$ cat src/rtl/au_encode_seq.sv
// Multi-cycle lowest-set-bit encoder: scans a 2**WIDTH vector one 2**CHUNK_LOG chunk per clock.
// Optional one-hot checking on err is enabled by defining AU_ENCODE_ONEHOT_CHK_EN.
module au_encode_seq #(
  parameter int WIDTH     = 3,
  parameter int CHUNK_LOG = 1
) (
  input  logic                  clk,
  input  logic                  rst_n,
  input  logic                  in_valid,
  output logic                  in_ready,
  input  logic [2**WIDTH-1:0]   a,
  output logic                  out_valid,
  input  logic                  out_ready,
  output logic [WIDTH-1:0]      z,
  output logic                  zero,
  output logic                  err
);

  localparam int N      = 2**WIDTH;
  localparam int CW     = 2**CHUNK_LOG;
  localparam int CNTW   = WIDTH - CHUNK_LOG;
  localparam int NC     = 2**CNTW;
  localparam int CNTW_E = (CNTW > 0) ? CNTW : 1;

  if (WIDTH < 1) begin : g_bad_width
    $fatal(1, "ERROR: %m WIDTH=%0d", WIDTH);
  end
  if (CHUNK_LOG < 0 || CHUNK_LOG > WIDTH) begin : g_bad_chunk
    $fatal(1, "ERROR: %m CHUNK_LOG=%0d", CHUNK_LOG);
  end

  typedef enum logic [1:0] {IDLE, SCAN, DONE} state_t;

  state_t              state_q, state_d;
  logic [N-1:0]        a_q, a_d;
  logic [CNTW_E-1:0]   cnt_q, cnt_d;
  logic [WIDTH-1:0]    z_q, z_d;
  logic                zero_q, zero_d;

  logic [CW-1:0]       chunk;
  logic                hit, last, done_ld;
  logic [WIDTH-1:0]    loc, hit_z;

  assign in_ready  = (state_q == IDLE);
  assign out_valid = (state_q == DONE);
  assign z         = z_q;
  assign zero      = zero_q;

  // Chunk mux and in-chunk priority encoder; only this width scales with CHUNK_LOG.
  always_comb begin
    chunk = '0;
    for (int c = 0; c < NC; c++) begin
      if (cnt_q == CNTW_E'(c)) chunk = a_q[c*CW +: CW];
    end
    loc = '0;
    for (int i = CW - 1; i >= 0; i--) begin
      if (chunk[i]) loc = WIDTH'(i);
    end
    hit     = |chunk;
    last    = (cnt_q == CNTW_E'(NC - 1));
    hit_z   = (WIDTH'(cnt_q) << CHUNK_LOG) | loc;
    done_ld = (state_q == SCAN) && (hit || last);
  end

  always_comb begin
    state_d = state_q;
    a_d     = a_q;
    cnt_d   = cnt_q;
    z_d     = z_q;
    zero_d  = zero_q;
    case (state_q)
      IDLE: begin
        if (in_valid) begin
          a_d     = a;
          cnt_d   = '0;
          state_d = SCAN;
        end
      end
      SCAN: begin
        if (hit) begin
          z_d     = hit_z;
          zero_d  = 1'b0;
          state_d = DONE;
        end else if (last) begin
          z_d     = '0;
          zero_d  = 1'b1;
          state_d = DONE;
        end else begin
          cnt_d = cnt_q + 1'b1;
        end
      end
      DONE: begin
        if (out_ready) state_d = IDLE;
      end
      default: state_d = IDLE;
    endcase
  end

  always_ff @(posedge clk) begin
    if (!rst_n) begin
      state_q <= IDLE;
      a_q     <= '0;
      z_q     <= '0;
      zero_q  <= 1'b0;
    end else begin
      state_q <= state_d;
      a_q     <= a_d;
      z_q     <= z_d;
      zero_q  <= zero_d;
    end
  end

  // A single chunk needs no counter; chunk 0 is always the last one.
  if (CNTW > 0) begin : g_cnt
    always_ff @(posedge clk) begin
      if (!rst_n) cnt_q <= '0;
      else        cnt_q <= cnt_d;
    end
  end else begin : g_nocnt
    logic unused_cnt;
    assign cnt_q      = '0;
    assign unused_cnt = ^cnt_d;
  end

`ifdef AU_ENCODE_ONEHOT_CHK_EN
  // Multi-hot flag is taken from the raw input at acceptance, published with the result.
  logic err_pend_q, err_pend_d;
  logic err_q, err_d;

  always_comb begin
    err_pend_d = err_pend_q;
    err_d      = err_q;
    if (state_q == IDLE && in_valid) err_pend_d = |(a & (a - N'(1)));
    if (done_ld) err_d = err_pend_q;
  end

  always_ff @(posedge clk) begin
    if (!rst_n) begin
      err_pend_q <= 1'b0;
      err_q      <= 1'b0;
    end else begin
      err_pend_q <= err_pend_d;
      err_q      <= err_d;
    end
  end

  assign err = err_q;
`else
  logic unused_done;
  assign unused_done = done_ld;
  assign err         = 1'b0;
`endif

endmodule

$ cat config.mk
export PLATFORM = sky130hd
export DESIGN_NAME = au_encode_seq
export DESIGN_NICKNAME = d
export VERILOG_FILES = /design/src/rtl/au_encode_seq.sv
export SDC_FILE = /design/constraint.sdc
export NUM_CORES = 1
export LEC_CHECK = 0
export ABC_CLOCK_PERIOD_IN_PS = 2400
export CAP_MARGIN = 40
export CELL_PAD_IN_SITES_DETAIL_PLACEMENT = 1
export CELL_PAD_IN_SITES_GLOBAL_PLACEMENT = 2
export CORE_UTILIZATION = 28
export CTS_BUF_LIST = sky130_fd_sc_hd__clkbuf_16
export CTS_CLUSTER_SIZE = 12
export DETAILED_ROUTE_END_ITERATION = 8
export PLACE_DENSITY = 0.76
export SLEW_MARGIN = 20
export SYNTH_ARGS = -nofsm -noshare
export SYNTH_HDL_FRONTEND = slang
export SYNTH_SLANG_ARGS = --single-unit
$ cat constraint.sdc
create_clock -name clk -period 2.4 [get_ports clk]
set_input_delay 0.36 -clock clk [delete_from_list [all_inputs] [get_ports clk]]
set_output_delay 0.36 -clock clk [all_outputs]
set_load 0.02 [all_outputs]
# Word level (Yosys, flattened, before mapping)
# Cells that the tools add are included.
[classes]
bitwise = 1
mux = 19
reduce_logical = 9
n_eq_ne = 10
addsub = 1
[ops]
columns = ["operator", "count"]
rows = [
  ["$mux W2", 11],
  ["$mux W3", 3],
  ["$eq A2 B2 Y1 const B", 3],
  ["$ne A2 B2 Y1 const B", 3],
  ["$pmux W2 S3", 1],
  ["$eq A2 B1 Y1 const B", 2],
  ["$logic_not A2 Y1", 2],
  ["$pmux W2 S2", 1],
  ["$reduce_and A2 Y1", 2],
  ["$reduce_and A4 Y1", 1],
  ["$reduce_bool A2 Y1", 2],
  ["$mux W1", 3],
  ["$ne A3 B3 Y1 const B", 1],
  ["$or A3 B3 Y3", 1],
  ["$reduce_and A3 Y1", 1],
  ["$add A2 B1 Y2 const B", 1],
  ["$ne A2 B1 Y1 const B", 1],
  ["$reduce_or A2 Y1", 1],
]
[totals]
output_inout_bits = 7
input_bits = 12
register_bits = 16

# Depth between registers and ports, before layout
# Gate-level depths: netlist (run 1).
[depth]
depth_word = 9
mapped_depth = 6

# Worst setup path before layout (run 1)
# OpenSTA, ideal clock, no wires.
[synth_path]
path_kind = "register to register"
startpoint = "register cnt_q[0]"
endpoint = "register state_q[1]"
path_slack_ns = 0.685
setup_ns = 0.115
n_path_buf = 0
path_stages_with_launch = 7
synth_period_minus_slack_ns = 1.715
arrival_time_ns = 1.600
cell_sequence = "dfxtp_1 inv_1 ha_1 and3b_1 a2111oi_4 a21oi_2 o21a_1"
[synth_via]
elab_chain_cells = 8
[synth_rtl]
columns = ["element", "line_no", "text"]
rows = [
  ["start: declaration", "36", "logic [CNTW_E-1:0] cnt_q, cnt_d;"],
  ["start signal: assignment", "117", "else cnt_q <= cnt_d;"],
  ["$logic_not A2 Y1", "53", "if (cnt_q == CNTW_E'(c)) chunk = a_q[c*CW +: CW];"],
  ["$mux W2 (4 in series)", "53", ""],
  ["$reduce_or A2 Y1", "59", "hit = |chunk;"],
  ["$ne A3 B3 Y1 (no line) or $mux W2 (tied branches)", "-", ""],
  ["$reduce_and A3 Y1 (no line) or $pmux W2 S3 (tied branches)", "-", ""],
  ["end signal: assignment", "106", "state_q <= state_d;"],
  ["end: declaration", "34", "state_t state_q, state_d;"],
]
# Several ways; a longest one is shown, not always the timed one.
# A chain may end at the register's enable or synchronous reset.

# Final worst setup path (run 1)
# Ends and elaborated chain as after synthesis.

==> impl_metrics.env, run 1 <==
export IMPL_cts_tree="yes"
export IMPL_syn_nets=109
export IMPL_cts_root_buf="clkbuf_16"
export IMPL_critPathKind="register to register"
export IMPL_cp_start_kind="register"
export IMPL_drc=0
export IMPL_antenna_cells=0
export IMPL_dp_hpwl_um=1360
export IMPL_synth_common_cells="nand2_1 (22), dfxtp_1 (16), a21boi_0 (8)"
export IMPL_yosysWarnings=0
export IMPL_slew_headroom_pct=53.5
export IMPL_synth_area_per_cell_um2=8.77
export IMPL_setup_viol=0
export IMPL_io_buffers=17
export IMPL_rsz0062_at_grt="no"
export IMPL_pre_cts_ws_ns=0.499
export IMPL_clk_latency_ns=0.24
export IMPL_fin_skew_ns=0.00112
export IMPL_wl_um=1870
export IMPL_die_x_um=56.0
export IMPL_cts_repair_resized=0
export IMPL_finalMaxSlewViolations=0
export IMPL_p_sw_mw=0.184
export IMPL_initialDrtViolationCount=7
export IMPL_fillCellCount=333
export IMPL_cp_slowest_cell="a2111oi_4"
export IMPL_gp_congestion=0.707
export IMPL_power_frac_comb_pct=17.9
export IMPL_drt_pass1_iterations=4
export IMPL_cap_viol_max_count=0
export IMPL_start_util_pct=29.6
export IMPL_synthToLayoutAreaGrowth_pct=32.5
export IMPL_path_cells="inv_1, ha_1, and3b_1, a2111oi_4, a21oi_2, o21a_1"
export IMPL_ctsHoldBuffers=0
export IMPL_ir_drop_v=0.000357
export IMPL_hold_ws_ns=0.460
export IMPL_p_clk_share_pct=42.2
export IMPL_required_ns=2.53
export IMPL_cellPowerDensity_nw_per_um2=693
export IMPL_netlist_top_cell_by_area="dfxtp_1"
export IMPL_final_cells=140
export IMPL_clk_pin_slew_worst_paths_ns=0.05
export IMPL_grt_pass1_vias=769
export IMPL_synth_top_area_share_pct=39.3
export IMPL_dpl_cell_count=137
export IMPL_num_vias=706
export IMPL_netlist_instances=93
export IMPL_synth_seq_cells=16
export IMPL_status="finished clean"
export IMPL_crit_fanout=6
export IMPL_synth_area_top_cells="dfxtp_1 (39%), nand2_1 (10%), a21boi_0 (7.4%)"
export IMPL_io_pins=19
export IMPL_routedWlPerCell_um=13.3
export IMPL_synth_edf_count=0
export IMPL_cts_setup_buffers=0
export IMPL_antenna_found_initial=0
export IMPL_synth_most_common_cell="nand2_1"
export IMPL_final_util_pct=39.2
export IMPL_fin_crit_sh_pct=78.8
export IMPL_grt_total_usage_pct=13.8
export IMPL_synth_async_reset_ratio_pct=0
export IMPL_total_power_mw=0.750
export IMPL_grt_pass1_wl_um=3400
export IMPL_viasPerCell=5.04
export IMPL_layout_drive_gt1_share_pct=6.42
export IMPL_finalWorstSetupSlack_ns=0.508
export IMPL_grt_overflow_total=0
export IMPL_h_tree_depth=1
export IMPL_hold_class="register to register"
export IMPL_num_rows=19
export IMPL_cts_buffers=3
export IMPL_synth_top_flop_cell="dfxtp_1"
export IMPL_fmax_ghz=0.529
export IMPL_grt_max_degree=22
export IMPL_worst_pin_slew_ns=0.695
export IMPL_final_cell_area_um2=1080
export IMPL_numClockSinks=16
export IMPL_setup_tns_ns=0
export IMPL_worstPathArrival_ns=2.02
export IMPL_power_internal_mw=0.566
export IMPL_placed_cell_area_um2=1010
export IMPL_pwr_share_seq_pct=39.9
export IMPL_power_leakage_nw=0.404
export IMPL_critical_path_max_stage_delay_ns=0.45
export IMPL_period_needed_ns=1.89
export IMPL_synth_area_um2=816
export IMPL_yosysSeqAreaShare_pct=39.3
export IMPL_ant_nets=0
export IMPL_synth_cell_types=30
export IMPL_die_area_um2=3130
export IMPL_fp_coreArea_um2=2760
export IMPL_fin_nets=127
export IMPL_clock_path_buffers=2
export IMPL_switching_share_pct=24.5
export IMPL_hold_viol=0
export IMPL_fp_dieH_um=56.0
export IMPL_endpoint_kind="register"
[cells in the final DEF (no fill, tap or decap), drive strengths merged, types with 3 or more instances in the layout]
cell           Yosys  routed
a21boi             9       9
clkbuf             3       3
clkdlybuf4s50      0      17
dfxtp             16      16
ha                 4       4
nand2             22      22
nand3              5       5
nor2b              6       6
[flip-flops by register name, summed over array words and instances, names as in the netlist]
signal   flops
state_q      2
z            3
a_q          8
zero         1
cnt_q        2
[power by group through the flow]
stage	logic, mW	registers [mW]	clock network [mW]
2_1_floorplan	0.0898	0.301	0
3_3_place_gp	0.134	0.304	0
3_5_place_dp	0.136	0.305	0
4_1_cts	0.137	0.299	0.322
5_1_grt	0.152	0.302	0.334
6_report	0.134	0.299	0.316
[path summary, 6_finish.rpt]
path | start | to | slack [ns] | cells after the start
setup / recovery | cnt_q[0] | state_q[1] | 0.51 | 6
hold / removal | z[1] | z[1] | 0.46 | 2
setup reg to reg | cnt_q[0] | state_q[1] | 0.51 | 6
hold reg to reg | z[1] | z[1] | 0.46 | 2
[worst max-delay path: cells and delay by family, from the launching register on]
| kind | cells | cell delay, ns |
|---|---|---|
| AOI/OAI and AO/OA | 3 | 0.82 |
| DFF | 1 | 0.35 |
| adders and majority gates | 1 | 0.27 |
| and+or+nand+nor | 1 | 0.23 |
| buffers and inverters | 1 | 0.11 |
[area by class of cell]
cell class | instances | area, um2 | share of cell area (%)
sequential | 16 | 320 | 29.6
clock buffer | 3 | 75.1 | 6.94
multi-input combinational | 71 | 469 | 43.4
timing repair buffer | 17 | 170 | 15.7
inverter | 2 | 7.51 | 0.694
tap | 31 | 38.8 | 3.59
[kinds of logic after synthesis]
kind of cell	after synthesis	share of synthesized area (%)
mux	2	2.45
compound gates	22	21.9
flops	16	39.3
simple gates	42	26.5
other cells	1	0.460
fa+ha+maj	4	6.14
buf+inv	6	3.22
[metal layers]
metal	share of wire (%)	track usage (%)	vias to the layer above	routed length [um]
met3	1.9	2.09	4	35
met2	49	23.3	10	916
met1	47	17.2	335	875
li1	-	-	357	-
met5	0	0	-	0
met4	2.1	6.27	0	40
(Power assumes the default switching activity.)
==> run 2, diff against run 1 <==
--- a/config.mk
+++ b/config.mk
@@ -5,15 +5,15 @@
 export SDC_FILE = /design/constraint.sdc
 export NUM_CORES = 1
 export LEC_CHECK = 0
-export ABC_CLOCK_PERIOD_IN_PS = 2400
+export ABC_CLOCK_PERIOD_IN_PS = 1600
 export CAP_MARGIN = 40
 export CELL_PAD_IN_SITES_DETAIL_PLACEMENT = 1
 export CELL_PAD_IN_SITES_GLOBAL_PLACEMENT = 2
-export CORE_UTILIZATION = 28
+export CORE_UTILIZATION = 25
 export CTS_BUF_LIST = sky130_fd_sc_hd__clkbuf_16
 export CTS_CLUSTER_SIZE = 12
 export DETAILED_ROUTE_END_ITERATION = 8
-export PLACE_DENSITY = 0.76
+export PLACE_DENSITY = 0.72
 export SLEW_MARGIN = 20
 export SYNTH_ARGS = -nofsm -noshare
 export SYNTH_HDL_FRONTEND = slang
==> constraint.sdc (replaced) <==
create_clock -name clk -period 1.6 [get_ports clk]
set_input_delay 0.24 -clock clk [delete_from_list [all_inputs] [get_ports clk]]
set_output_delay 0.24 -clock clk [all_outputs]
set_load 0.02 [all_outputs]
==> run 2 against run 1 <==
Effect of this change:
- the flow now finishes with violations (negative setup slack)
- via count grew 2.4%
- clock power up 52%
- register-to-register slack worse by 0.54 ns
- hold slack improved by 0.0088 ns
- critical path depth shrank 1
- clock skew is 0.0060 ns higher
- highest routed layer is now met3
==> impl_metrics.env, run 2 (synthesis results as in run 1) <==
export IMPL_min_from="zero"
export IMPL_ff2ff_path_depth=5
export IMPL_io_pins=19
export IMPL_final_cells=161
export IMPL_grt_pass1_vias=771
export IMPL_die_area_um2=3500
export IMPL_rr_endpoint="z[1]"
export IMPL_grt_pass1_wl_um=3330
export IMPL_cts_buffers=3
export IMPL_layout_drive_gt1_share_pct=18.8
export IMPL_initialDrtViolationCount=5
export IMPL_gp_congestion=0.731
export IMPL_timing_rr_start="cnt_q[0]"
export IMPL_start_util_pct=26.5
export IMPL_clock_path_buffers=2
export IMPL_clk_latency_ns=0.24
export IMPL_clk_pin_slew_worst_paths_ns=0.05
export IMPL_fp_dieH_um=59.1
export IMPL_worstPathArrival_ns=1.75
export IMPL_finalWorstSetupSlack_ns=-0.0324
export IMPL_num_rows=20
export IMPL_rsz0062_at_grt="yes"
export IMPL_fin_skew_ns=0.00709
export IMPL_largest_reg_flops=8
export IMPL_grt_max_degree=22
export IMPL_final_cell_mix="nand2_1 (22), clkdlybuf4s50_1 (15), dfxtp_1 (14)"
export IMPL_ant_nets=0
export IMPL_routedWlPerCell_um=11.9
export IMPL_h_tree_depth=1
export IMPL_hold_viol=0
export IMPL_required_ns=1.72
export IMPL_dpl_cell_count=156
export IMPL_cap_viol_max_count=0
export IMPL_endpoint_kind="register"
export IMPL_io_buffers=17
export IMPL_wl_um=1910
export IMPL_largest_register="a_q"
export IMPL_ir_drop_v=0.000565
export IMPL_hold_path_depth=2
export IMPL_die_x_um=59.1
export IMPL_status="finished, violations left"
export IMPL_hold_class="register to register"
export IMPL_crit_fanout=5
export IMPL_num_vias=723
export IMPL_numClockSinks=16
export IMPL_total_power_mw=1.18
export IMPL_period_needed_ns=1.63
export IMPL_fmax_ghz=0.613
export IMPL_drt_pass1_iterations=4
export IMPL_setup_viol=4
export IMPL_finalMaxSlewViolations=0
export IMPL_reg2reg_setup_slack_ns=-0.03
export IMPL_dp_hpwl_um=1390
export IMPL_critPathKind="register to register"
export IMPL_cts_tree="yes"
export IMPL_grt_overflow_total=0
export IMPL_synthToLayoutAreaGrowth_pct=48.6
export IMPL_viasPerCell=4.49
export IMPL_worstHoldEndpoint="zero"
export IMPL_power_leakage_nw=0.451
export IMPL_cp_start_kind="register"
export IMPL_final_common_cell="nand2_1"
export IMPL_antenna_cells=0
export IMPL_final_cell_area_um2=1210
export IMPL_cellPowerDensity_nw_per_um2=970
export IMPL_placed_cell_area_um2=1090
export IMPL_violations="negative setup slack"
export IMPL_fin_crit_sh_pct=102
export IMPL_final_util_pct=39.4
export IMPL_cts_root_buf="clkbuf_16"
export IMPL_grt_total_usage_pct=12.5
export IMPL_antenna_found_initial=0
export IMPL_fp_coreArea_um2=3080
export IMPL_drc=0
export IMPL_fin_nets=134
run 2: area by class of cell:
| cell class | instances | area, um2 |
|---|---|---|
| Multi-Input combinational cell | 71 | 513 |
| Timing Repair Buffer | 24 | 228 |
| Fill cell | 364 | 1870 |
| Clock buffer | 3 | 75.1 |
| Sequential cell | 16 | 328 |
| Clock inverter | 1 | 3.75 |
| Tap cell | 44 | 55.1 |
| Inverter | 2 | 10.0 |
run 2: power breakdown:
group | leakage (nW) | switching, mW | internal (mW)
registers | 0.132 | 0.0269 | 0.426
logic | 0.280 | 0.121 | 0.122
clock network | 0.0385 | 0.149 | 0.331
total | 0.451 | 0.298 | 0.879
run 2: repair_timing:
| action | CTS | global route |
|---|---|---|
| pin swaps | 4 | 0 |
| hold buffers | 0 | 0 |
| resized for setup | 9 | 1 |
| endpoints found under the setup margin | 10 | 8 |
| buffers inserted | 1 | 0 |
run 2: how the worst max path moves through the flow:
stage / start / end / slack [ns]
3_5_place_dp: cnt_q[1] / z[1] / -0.08
4_1_cts: cnt_q[0] / z[1] / -0.04
2_1_floorplan: cnt_q[1] / state_q[1] / -0.03
3_3_place_gp: cnt_q[0] / cnt_q[1] / -0.04
6_report: cnt_q[0] / z[1] / -0.03
5_1_grt: cnt_q[0] / state_q[0] / -0.16
run 2: per-layer routing:
metal / global-route usage (%) / vias up / part of all wire, %
met1: 15.4 / 348 / 49
met5: 0 / - / 0
met3: 2.18 / 0 / 1.8
met2: 22.1 / 7 / 49
li1: - / 368 / -
met4: 3.74 / 0 / 0
run 2: per-stage QoR:
stage / hold WS (ns) / TNS, ns / setup WS, ns
5_1_grt: 0.502 / -0.944 / -0.156
2_1_floorplan: 0.385 / -0.0740 / -0.0278
3_3_place_gp: 0.444 / -0.195 / -0.0410
6_report: 0.469 / -0.0710 / -0.0324
3_5_place_dp: 0.451 / -0.445 / -0.0758
4_1_cts: 0.457 / -0.207 / -0.0381
run 2: critical path: stages (launching register included):
cell,delay (ns)
dfxtp_4,0.37
ha_1,0.28
nor2b_1,0.17
a211o_2,0.39
a21oi_4,0.19
o22ai_1,0.11
==> run 3, diff against run 2 <==
--- a/config.mk
+++ b/config.mk
@@ -11,6 +11,7 @@
 export CELL_PAD_IN_SITES_GLOBAL_PLACEMENT = 2
 export CORE_UTILIZATION = 25
 export CTS_BUF_LIST = sky130_fd_sc_hd__clkbuf_16
+export CTS_CLUSTER_DIAMETER = 100
 export CTS_CLUSTER_SIZE = 12
 export DETAILED_ROUTE_END_ITERATION = 8
 export PLACE_DENSITY = 0.72
==> results of run 3 <==
The final DEF is identical to that of run 2; final timing and power are the same.
